`config.mk`:
```
export PLATFORM = sky130hd
export DESIGN_NAME = multicycle_control_unit
export DESIGN_NICKNAME = d
export VERILOG_FILES = /design/src/rtl/multicycle_control_unit.sv
export SDC_FILE = /design/constraint.sdc
export NUM_CORES = 1
export LEC_CHECK = 0
export BUFFER_PORTS_ARGS = -buffer_cell sky130_fd_sc_hd__clkbuf_2
export CAP_MARGIN = 40
export CORE_UTILIZATION = 25
export CTS_CLUSTER_DIAMETER = 80
export DETAILED_ROUTE_END_ITERATION = 10
export SETUP_SLACK_MARGIN = 0.5
export SYNTH_ARGS = -nofsm -noshare
export SYNTH_HDL_FRONTEND = slang
export SYNTH_SLANG_ARGS = --single-unit
```
`constraint.sdc`:
```
create_clock -name clk -period 1.9 [get_ports clk]
set_input_delay 0.095 -clock clk [delete_from_list [all_inputs] [get_ports clk]]
set_output_delay 0.095 -clock clk [all_outputs]
set_load 0.1 [all_outputs]
```
`src/rtl/multicycle_control_unit.sv`:
```
// Multicycle sequencer: fetch, decode, execute, memory and write-back control for the 16-bit CPU.
// Latency: 3 cycles (branch/jump/nop), 4 (ALU/imm/store), 5 (load) with zero-wait memories.
// Backpressure: FETCH stalls while imem_ready is low; MEM stalls while dmem_ready is low.
module multicycle_control_unit #(
  parameter int CNT_W = 16
) (
  input  logic             clk,
  input  logic             rst,
  output logic             imem_req,
  input  logic             imem_ready,
  input  logic [15:0]      imem_rdata,
  output logic [15:0]      ir,
  output logic [1:0]       imm_src,
  output logic [2:0]       alu_op,
  output logic             alu_src_imm,
  input  logic             zero,
  output logic             dmem_req,
  output logic             dmem_we,
  input  logic             dmem_ready,
  output logic             reg_write,
  output logic [1:0]       wb_sel,
  output logic             pc_write,
  output logic [1:0]       pc_src,
  output logic             halted,
  output logic             illegal,
  output logic [CNT_W-1:0] retired
);

  // Opcodes carried in ir[15:12]
  localparam logic [3:0] OP_ADD   = 4'b0000;
  localparam logic [3:0] OP_SUB   = 4'b0001;
  localparam logic [3:0] OP_AND   = 4'b0010;
  localparam logic [3:0] OP_OR    = 4'b0011;
  localparam logic [3:0] OP_SHL   = 4'b0100;
  localparam logic [3:0] OP_SHR   = 4'b0101;
  localparam logic [3:0] OP_ADDI  = 4'b0110;
  localparam logic [3:0] OP_LOAD  = 4'b0111;
  localparam logic [3:0] OP_STORE = 4'b1000;
  localparam logic [3:0] OP_BEQ   = 4'b1001;
  localparam logic [3:0] OP_JMP   = 4'b1010;
  localparam logic [3:0] OP_BNE   = 4'b1011;
  localparam logic [3:0] OP_NOP   = 4'b1100;
  localparam logic [3:0] OP_LDI   = 4'b1101;
  localparam logic [3:0] OP_HALT  = 4'b1110;
  localparam logic [3:0] OP_ILL   = 4'b1111;

  // ALU function codes
  localparam logic [2:0] ALU_ADD = 3'b000;
  localparam logic [2:0] ALU_SUB = 3'b001;
  localparam logic [2:0] ALU_AND = 3'b010;
  localparam logic [2:0] ALU_OR  = 3'b011;
  localparam logic [2:0] ALU_SHL = 3'b100;
  localparam logic [2:0] ALU_SHR = 3'b101;

  // Write-back and PC source selects
  localparam logic [1:0] WB_ALU  = 2'b00;
  localparam logic [1:0] WB_MEM  = 2'b01;
  localparam logic [1:0] WB_IMM  = 2'b10;
  localparam logic [1:0] PC_INC  = 2'b00;
  localparam logic [1:0] PC_REL  = 2'b01;
  localparam logic [1:0] PC_ABS  = 2'b10;

  typedef enum logic [2:0] {
    S_FETCH  = 3'd0,
    S_DECODE = 3'd1,
    S_EXEC   = 3'd2,
    S_MEM    = 3'd3,
    S_WB     = 3'd4,
    S_HALT   = 3'd5,
    S_TRAP   = 3'd6
  } state_t;

  state_t     state_q;
  state_t     state_d;
  logic [3:0] opcode;
  logic [1:0] imm_src_dec;
  logic       is_mem_op;
  logic       is_pc_only;

  assign opcode = ir[15:12];

  // Opcode classes used by the sequencer: memory ops and ops that retire straight from EXEC
  always_comb begin
    is_mem_op  = (opcode == OP_LOAD) || (opcode == OP_STORE);
    is_pc_only = (opcode == OP_BEQ) || (opcode == OP_BNE) ||
                 (opcode == OP_JMP) || (opcode == OP_NOP);
  end

  // Immediate-format select for the opcode in ir, captured during DECODE
  always_comb begin
    imm_src_dec = 2'b00;
    case (opcode)
      OP_JMP, OP_LDI:                     imm_src_dec = 2'b00;
      OP_LOAD, OP_STORE, OP_BEQ, OP_BNE:  imm_src_dec = 2'b01;
      OP_SHL, OP_SHR:                     imm_src_dec = 2'b10;
      OP_ADDI:                            imm_src_dec = 2'b11;
      default:                            imm_src_dec = 2'b00;
    endcase
  end

  // State register
  always_ff @(posedge clk or posedge rst) begin
    if (rst) state_q <= S_FETCH;
    else     state_q <= state_d;
  end

  // Instruction register: captured on the accepted fetch beat only
  always_ff @(posedge clk or posedge rst) begin
    if (rst)                                     ir <= 16'h0000;
    else if (state_q == S_FETCH && imem_ready)   ir <= imem_rdata;
  end

  // Immediate select register: loaded in DECODE, held until the next DECODE
  always_ff @(posedge clk or posedge rst) begin
    if (rst)                      imm_src <= 2'b00;
    else if (state_q == S_DECODE) imm_src <= imm_src_dec;
  end

  // Retired-instruction counter: one count per PC update, wraps naturally
  always_ff @(posedge clk or posedge rst) begin
    if (rst)           retired <= '0;
    else if (pc_write) retired <= retired + CNT_W'(1);
  end

  // Next-state logic
  always_comb begin
    state_d = state_q;
    case (state_q)
      S_FETCH:  if (imem_ready) state_d = S_DECODE;
      S_DECODE: begin
        if (opcode == OP_HALT)     state_d = S_HALT;
        else if (opcode == OP_ILL) state_d = S_TRAP;
        else                       state_d = S_EXEC;
      end
      S_EXEC: begin
        if (is_pc_only)     state_d = S_FETCH;
        else if (is_mem_op) state_d = S_MEM;
        else                state_d = S_WB;
      end
      S_MEM: begin
        if (dmem_ready) state_d = (opcode == OP_STORE) ? S_FETCH : S_WB;
      end
      S_WB:     state_d = S_FETCH;
      S_HALT:   state_d = S_HALT;
      S_TRAP:   state_d = S_TRAP;
      default:  state_d = S_FETCH;
    endcase
  end

  // Output decode: strobes and selects from state and ir (ready/zero only where they qualify a strobe)
  always_comb begin
    imem_req    = 1'b0;
    dmem_req    = 1'b0;
    dmem_we     = 1'b0;
    reg_write   = 1'b0;
    pc_write    = 1'b0;
    pc_src      = PC_INC;
    wb_sel      = WB_ALU;
    alu_op      = ALU_ADD;
    alu_src_imm = 1'b0;
    halted      = 1'b0;
    illegal     = 1'b0;
    case (state_q)
      // Reset holds the request low so the first fetch appears after rst drops
      S_FETCH: imem_req = ~rst;
      S_EXEC: begin
        case (opcode)
          OP_SUB, OP_BEQ, OP_BNE: alu_op = ALU_SUB;
          OP_AND:                 alu_op = ALU_AND;
          OP_OR:                  alu_op = ALU_OR;
          OP_SHL:                 alu_op = ALU_SHL;
          OP_SHR:                 alu_op = ALU_SHR;
          default:                alu_op = ALU_ADD;
        endcase
        alu_src_imm = (opcode == OP_SHL) || (opcode == OP_SHR) ||
                      (opcode == OP_ADDI) || is_mem_op;
        case (opcode)
          OP_BEQ: begin
            pc_write = 1'b1;
            pc_src   = zero ? PC_REL : PC_INC;
          end
          OP_BNE: begin
            pc_write = 1'b1;
            pc_src   = zero ? PC_INC : PC_REL;
          end
          OP_JMP: begin
            pc_write = 1'b1;
            pc_src   = PC_ABS;
          end
          OP_NOP: begin
            pc_write = 1'b1;
            pc_src   = PC_INC;
          end
          default: ;
        endcase
      end
      S_MEM: begin
        dmem_req = 1'b1;
        dmem_we  = (opcode == OP_STORE);
        // A store retires on its completing beat; a load retires in WB
        if (opcode == OP_STORE && dmem_ready) pc_write = 1'b1;
      end
      S_WB: begin
        reg_write = 1'b1;
        pc_write  = 1'b1;
        case (opcode)
          OP_LOAD: wb_sel = WB_MEM;
          OP_LDI:  wb_sel = WB_IMM;
          default: wb_sel = WB_ALU;
        endcase
      end
      S_HALT:  halted  = 1'b1;
      S_TRAP:  illegal = 1'b1;
      default: ;
    endcase
  end

endmodule

```
# Word-level counts from Yosys, hierarchy flattened
# Memory sizes are Yosys's and may differ from the RTL's. A register that Yosys moved wholly into a read port is not among the register bits.
# Cells that the tools add are included.
[word_totals]
in_bits = 21
memories = 1
romBits = 32
ff_bits = 35
[op_classes]
addsub = 1
mux = 26
n_bitwise = 1
eq_ne = 23
n_reduce_logical = 13
[mem_list]
columns = ["name", "words", "word_bits", "rd", "rd_ports_with_merged_regs", "wr", "line", "rtl"]
rows = [
  ["(name not given)", 16, 2, 1, 1, 0, "92", "case (opcode)"],
]
[op_table]
columns = ["cell", "count"]
rows = [
  ["equality test 4 bit, second input constant", 8],
  ["2-to-1 mux 3 bit", 8],
  ["case mux 3 bit (6 select lines)", 1],
  ["adder 16 x 1 -> 16 bit, second input constant", 1],
  ["equality test 4 x 3 -> 1 bit, second input constant", 4],
  ["case mux 3 bit (5 select lines)", 1],
  ["2-to-1 mux 1 bit", 11],
  ["equality test 3 bit, second input constant", 3],
  ["equality test 4 x 2 -> 1 bit, second input constant", 2],
  ["logical OR 1 bit", 7],
  ["equality test 3 x 2 -> 1 bit, second input constant", 2],
  ["case mux 2 bit (3 select lines)", 1],
  ["equality test 4 x 1 -> 1 bit, second input constant", 1],
  ["2-to-1 mux 2 bit", 2],
  ["inequality test 2 bit, second input constant", 2],
  ["case mux 2 bit (2 select lines)", 1],
  ["OR reduction 4 bit", 1],
  ["equality test 3 x 1 -> 1 bit, second input constant", 1],
  ["logical NOT 3 bit", 1],
  ["case mux 1 bit (3 select lines)", 1],
  ["OR reduction 3 bit", 1],
  ["logical AND 1 bit", 2],
  ["AND reduction 2 bit", 1],
  ["inverter 1 bit", 1],
]

# Logic depth before layout (Yosys ltp)
# Gate-level depths: netlist (run 1).
[logic_depth]
word_depth = 6
mapped_depth = 7

# Worst setup path before layout (run 1)
# OpenSTA, ideal clock, no wires.
[synth_path]
kind = "register to output"
from = "register ir[14]"
to = "output port alu_op[2]"
stages_incl_launch_ff = 3
t_arrival_ps = 4413
setup_slack_ps = -2608
required_time_ps = 1805
path_cell_list = "dfrtp_1 -> clkbuf_1 -> nor4b_1"
[synth_via]
elab_chain_cells = 4
word_cells_on_any_way = 10
cone_classes = "7 x eq/ne; 2 x mux; 1 x reduce/logical"
[synth_rtl]
columns = ["item", "line", "rtl"]
rows = [
  ["from (decl)", "12", "output logic [15:0] ir,"],
  ["from (signal assigned)", "110", "else if (state_q == S_FETCH && imem_ready) ir <= imem_rdata;"],
  ["equality test 4 bit / equality test 4 x 1 -> 1 bit (equally long branches)", "167", "case (opcode)"],
  ["OR reduction 3 bit", "167", ""],
  ["case mux 3 bit (5 select lines) (*)", "167", ""],
  ["2-to-1 mux 3 bit (*)", "163", "case (state_q)"],
  ["to (decl)", "14", "output logic [2:0] alu_op,"],
]
# Mark *: on every way between the ends. The rest lies on a longest branch, timed or not.

# Worst setup path in the final report (run 1)
[layout_path]
from = "register state_q[0]"
to = "output port pc_src[0]"
[layout_via]
elab_chain_cells = 2
[layout_rtl]
columns = ["item", "line", "rtl"]
rows = [
  ["from (decl)", "73", "state_t state_q;"],
  ["from (signal assigned)", "104", "else state_q <= state_d;"],
  ["equality test 3 x 2 -> 1 bit", "163", ""],
  ["2-to-1 mux 2 bit", "163", ""],
  ["to (decl)", "23", "output logic [1:0] pc_src,"],
]
# Every way passes these cells.

==> results.py, run 1 <==
metrics = {
    "grt": {
        "globalRouteOverflowTotal": 0,
        "gr-usage-met3_pct": 2.95,
        "antenna_found_initial": 0,
        "use_met2_pct": 25.7,
        "grt_use_total_pct": 15.3,
        "grt_pass1_wl_um": 9050,
        "first_global_vias": 1846,
        "top_usage_layer": "met2",
        "grt_max_degree": 38,
        "grt_use_met1_pct": 18.8,
    },
    "worst_setup_path": {
        "setup.worst_path.start_class": "register",
        "regToRegEndpoint": "retired[14]",
        "regToRegStartpoint": "retired[3]",
        "crit_arrival_ns": 1.77,
        "r2r_setup_slack_ns": 0.06,
        "crit_required_ns": 1.80,
        "cp-end-kind": "primary output",
        "crit_type": "register to primary output",
        "path_max_fanout": 6,
        "reg2reg_depth": 5,
    },
    "route": {
        "firstDrtPassIters": 4,
        "ant_nets": 0,
        "drtIter0Drc": 70,
        "routed_wl_um": 6350,
        "vias_per_cell": 4.88,
        "wire_per_inst_um": 16.3,
        "drc": 0,
        "vias": 1902,
    },
    "logic_synthesis": {
        "synth_top_area_share_pct": 48.8,
        "ys_warn_count": 0,
        "synth_area_leaders": "dfrtp_1, mux2_2, xnor2_1",
        "synthesis.area_mm2": 0.00190,
        "syn_area_per_cell_um2": 10.7,
        "synth-simple-area-share_pct": 14.4,
        "synthMuxAreaShare_pct": 10.7,
        "synthArstFlopShare_pct": 100,
        "synth_compound_area_share_pct": 12.8,
        "syn_nets": 199,
        "synth.distinct_cells": 35,
        "synth_top_family_by_area": "simple AND/OR/NAND/NOR gates",
        "synth_edf_count": 0,
        "synth.largest_area_cell": "dfrtp_1",
        "synth-seq-cells": 37,
        "synth_cells": 177,
        "synth_fa_ha_area_share_pct": 0.660,
        "ys_seq_area_share_pct": 48.8,
        "ys.flop_type": "dfrtp_1",
        "synth-xor-area-share_pct": 7.39,
    },
    "clock_tree": {
        "clockBufferDepth": 2,
        "tritoncts": "built",
        "cts.clk_slew.worst_paths_ns": 0.07,
        "cts_buffers": 5,
        "insertion_delay_ns": 0.29,
        "cts_root_buffer": "clkbuf_8",
        "h-tree-depth": 2,
        "cts_sinks": 37,
    },
    "worst_hold_path": {
        "hold_end": "ir[13]",
        "hold_depth": 3,
        "hp-class": "input port to register",
        "hold_start": "imem_rdata[13]",
    },
    "floorplanning": {
        "dieArea_mm2": 0.00793,
        "ios": 70,
        "core.rowCount": 31,
        "fp.dieH_um": 89.1,
        "core_region_area_mm2": 0.00729,
        "fp.dieW_um": 89.1,
        "initial_utilization_pct": 26.0,
    },
    "sta": {
        "setup-tns-final_ns": 0,
        "setup_viol": 0,
        "hold_viol": 0,
        "worst_slew_pin_slew_ns": 0.751,
        "min_period_ns": 1.86,
        "fin_ws_ns": 0.0366,
        "period_share_pct": 98.1,
        "rsz0062_at_grt": "true",
        "slew_headroom_pct": 49.9,
        "fin_worst_skew_ns": 0.00578,
        "fmax_mhz": 537,
        "slew_violations": 0,
    },
    "place": {
        "pre_cts_ws_ns": 0.141,
        "portBuffers": 69,
        "globalplace.congestion": 0.818,
        "dp_hpwl_um": 3720,
    },
    "job": {
        "maxCapViolations": 0,
    },
    "final_layout": {
        "syn_to_final_growth_pct": 102,
        "layout_common_cells": "clkbuf_2, buf_4, dfrtp_1, buf_12, mux2_4",
        "drive_above_1_share_pct": 76.3,
        "n_antenna_cell": 0,
        "nNetsFinal": 312,
        "final_common_cell": "clkbuf_2",
    },
    "outcome": {
        "outcome": "complete, no violations",
    },
}
critical path, stage by stage (launching register included):
cell and delay (ns):
dfrtp_1 0.40, buf_4 0.14, buf_6 0.11, buf_8 0.13, nor3_4 0.23, nand2_4 0.07, nor3_4 0.19, buf_12 0.20
cells in the mapped netlist (2+ instances only):
cell type  number
buf_6           2
dfrtp_1        37
buf_2           4
o2111ai_1      12
a21boi_0        2
a31oi_1         3
nor3_1          5
o21ai_0        10
inv_1           8
and3_1          8
xor2_1          2
o22ai_1         2
nand4_1         3
nor2_1          5
a21oi_1         4
xnor2_1        14
clkbuf_1        6
nand2b_1        4
nand2_1         9
nor4_1          4
mux2_2         18
nand3_1         2
per-layer routing:
metal / share of wire (%) / routed length, um
met1: 42 / 2690
met2: 50 / 3190
met3: 4.8 / 303
met4: 2.6 / 165
met5: 0 / 0
through the flow:
step	area [um2]	std cells	utilization, %	hold slack, ns
6_report	3830	390	52.5	0.0153
5_1_grt	3830	390	52.5	0.0119
4_1_cts	3370	375	46.2	0.00876
3_5_place_dp	2900	344	39.8	0.262
3_3_place_gp	2900	344	39.8	0.263
2_1_floorplan	2310	177	-	0.207
how the worst max path moves through the flow:
stage                from  slack, ns     endpoint
2_1_floorplan  state_q[2]      -0.19    alu_op[1]
3_3_place_gp   state_q[2]       0.18   retired[4]
3_5_place_dp   state_q[2]       0.14   retired[4]
4_1_cts        state_q[0]       0.02    alu_op[2]
5_1_grt        retired[3]      -0.03  retired[14]
6_report       state_q[0]       0.04    pc_src[0]
state kept, by name, indices dropped and copies added (netlist names):
signal   count
imm_src      2
ir          16
retired     16
state_q      3
what timing repair did:
item	in CTS	in global routing
pin swaps	11	17
endpoints found under the setup margin	55	54
cloned	2	0
gates resized for setup	45	69
hold endpoints to repair	37	0
buffers inserted	20	15
hold buffers	1	0
area by class of cell:
cell class                 instances  area, um2
clock buffer                       6       72.6
clock inverter                     2       10.0
fill                             663       3460
inverter                           8       55.1
multi-input combinational        119       1450
sequential                        37        978
tap                               99        124
timing repair buffer             119       1140
cells by family (layout without fill, tap and decap cells):
kind of cell,after synthesis,count (layout)
and+or+nand+nor,48,48
DFF,37,37
AOI/OAI and AO/OA,36,36
buffers and inverters,21,135
muxes,18,18
xor gates and xnor gates,16,16
adders and majority gates,1,1
Power of run 1 is left out: the tool's default activity adds up to more than one toggle a clock period on the data nets, which glitch-free logic cannot reach.
==> run 2: changes to the inputs <==
- CORE_MARGIN: default -> 2
- CTS_CLUSTER_SIZE: default -> 14
- SETUP_SLACK_MARGIN: 0.5 -> default
==> run 2 against run 1 <==
  * Cell area decreased by 24%
  * First-iteration DRC count decreased by 36%
  * Critical path depth decreased by 3
  * Maximum frequency increased by 0.71%
  * Wire length decreased by 22%
  * Non-clock buffer count decreased by 29
  * Register-to-register slack improved by 0.08 ns
  * Utilization decreased by 13 points
  * Die area increased by 4.5%
  * Sequential cell count unchanged
  * Worst setup slack improved by 0.013 ns
  * Critical endpoint is now alu_src_imm
  * Cell count decreased by 7.4%
==> results.py, run 2 (synthesized netlist as in run 1, its figures left out) <==
metrics = {
    "grt": {
        "grt_max_degree": 38,
        "globalRouteOverflowTotal": 0,
        "grt_use_total_pct": 12.1,
        "first_global_vias": 1631,
        "antenna_found_initial": 0,
        "grt_pass1_wl_um": 8220,
    },
    "floorplanning": {
        "fp.dieW_um": 91.1,
        "core_region_area_mm2": 0.00729,
        "core.rowCount": 31,
        "dieArea_mm2": 0.00829,
        "ios": 70,
        "initial_utilization_pct": 26.0,
        "fp.dieH_um": 91.1,
    },
    "worst_setup_path": {
        "setup.worst_path.start_class": "register",
        "critPathSlowestCell": "dfrtp_4",
        "crit_required_ns": 1.80,
        "cp-end-kind": "primary output",
        "crit_type": "register to primary output",
        "slowest_delay_ns": 0.51,
        "crit_arrival_ns": 1.76,
        "crit_family": "simple AND/OR/NAND/NOR gates",
        "critPathBufInv": 1,
        "path_max_fanout": 7,
        "cp_cell_sequence": "nand2b_4 > or3_4 > a21oi_4 > buf_12",
    },
    "clock_tree": {
        "clockBufferDepth": 2,
        "tritoncts": "built",
        "cts_root_buffer": "clkbuf_8",
        "h-tree-depth": 2,
        "cts_sinks": 37,
        "insertion_delay_ns": 0.29,
        "cts_buffers": 5,
        "cts.clk_slew.worst_paths_ns": 0.08,
    },
    "final_layout": {
        "drive_above_1_share_pct": 57.3,
        "largestRegisters": "ir x16, retired x16, state_q x3",
        "stdcell_area_mm2": 0.00291,
        "layout_common_cells": "clkbuf_2, dfrtp_1, mux2_2, buf_4, xnor2_1",
        "final_common_cell": "clkbuf_2",
        "nNetsFinal": 283,
        "n_antenna_cell": 0,
        "syn_to_final_growth_pct": 53.6,
        "utilization_pct": 39.9,
    },
    "route": {
        "vias_per_cell": 4.61,
        "vias": 1666,
        "routed_wl_um": 4980,
        "wire_per_inst_um": 13.8,
        "ant_nets": 0,
        "drtIter0Drc": 45,
        "firstDrtPassIters": 4,
        "drc": 0,
    },
    "worst_hold_path": {
        "hp-class": "input port to register",
    },
    "sta": {
        "fin_ws_ns": 0.0498,
        "worst_slew_pin_slew_ns": 0.550,
        "fmax_mhz": 540,
        "period_share_pct": 97.4,
        "fin_worst_skew_ns": 0.0114,
        "hold_viol": 0,
        "whs_ns": 0.0278,
        "slew_headroom_pct": 63.5,
        "min_period_ns": 1.85,
        "rsz0062_at_grt": "true",
        "setup_viol": 0,
        "slew_violations": 0,
    },
    "place": {
        "portBuffers": 69,
        "globalplace.congestion": 0.787,
        "pre_cts_ws_ns": 0.138,
        "dp_hpwl_um": 3580,
        "place_area_mm2": 0.00273,
    },
    "job": {
        "maxCapViolations": 0,
    },
    "outcome": {
        "outcome": "complete, no violations",
    },
}
-- run 2: worst reg2reg max path, cell delays in order (launching register included) --
cell and delay [ns]:
dfrtp_1 0.39, or3b_4 0.43, nor3b_4 0.20, o21a_2 0.30
o2111ai_1 0.16, xnor2_1 0.16
-- run 2: metal layers --
layer,global-route usage (%),wire length (um),vias up
li1,-,-,813
met1,15.5,2150,797
met2,20.1,2480,50
met3,3.82,323,6
met4,2.65,36,0
met5,0,0,-
-- run 2: repair_timing --
action,in CTS,in global routing
hold buffers,1,0
pin swaps,2,2
hold endpoints to repair,37,0
endpoints found under the setup margin,4,15
gates resized for setup,3,4
setup buffers,0,8
-- run 2: metrics by stage --
step	cells	TNS, ns
2_1_floorplan	177	-0.748
3_3_place_gp	344	0
3_5_place_dp	344	0
4_1_cts	353	0
5_1_grt	361	-0.0480
6_report	361	0
-- run 2: layout make-up --
cell class / instances / area (um2)
inverters: 8 / 33.8
repair buffers: 90 / 691
fillers: 748 / 4380
clock buffers: 5 / 68.8
clock inverters: 3 / 17.5
flip-flops and latches: 37 / 953
well taps: 99 / 124
multi-input cells: 119 / 1020
-- run 2: final timing paths --
kind                                     start           to  slack [ns]  depth (start not counted)
max in group asynchronous                  rst       ir[14]        1.03                          4
min in group asynchronous                  rst   state_q[1]        0.48                          4
worst max register to register      state_q[2]  retired[13]        0.14                          5
worst min register to register     retired[15]  retired[15]        0.49                          1
worst min-delay path            imem_rdata[13]       ir[13]        0.03                          3
worst max-delay path                    ir[14]  alu_src_imm        0.05                          4
Power of run 2 is left out for the same reason.
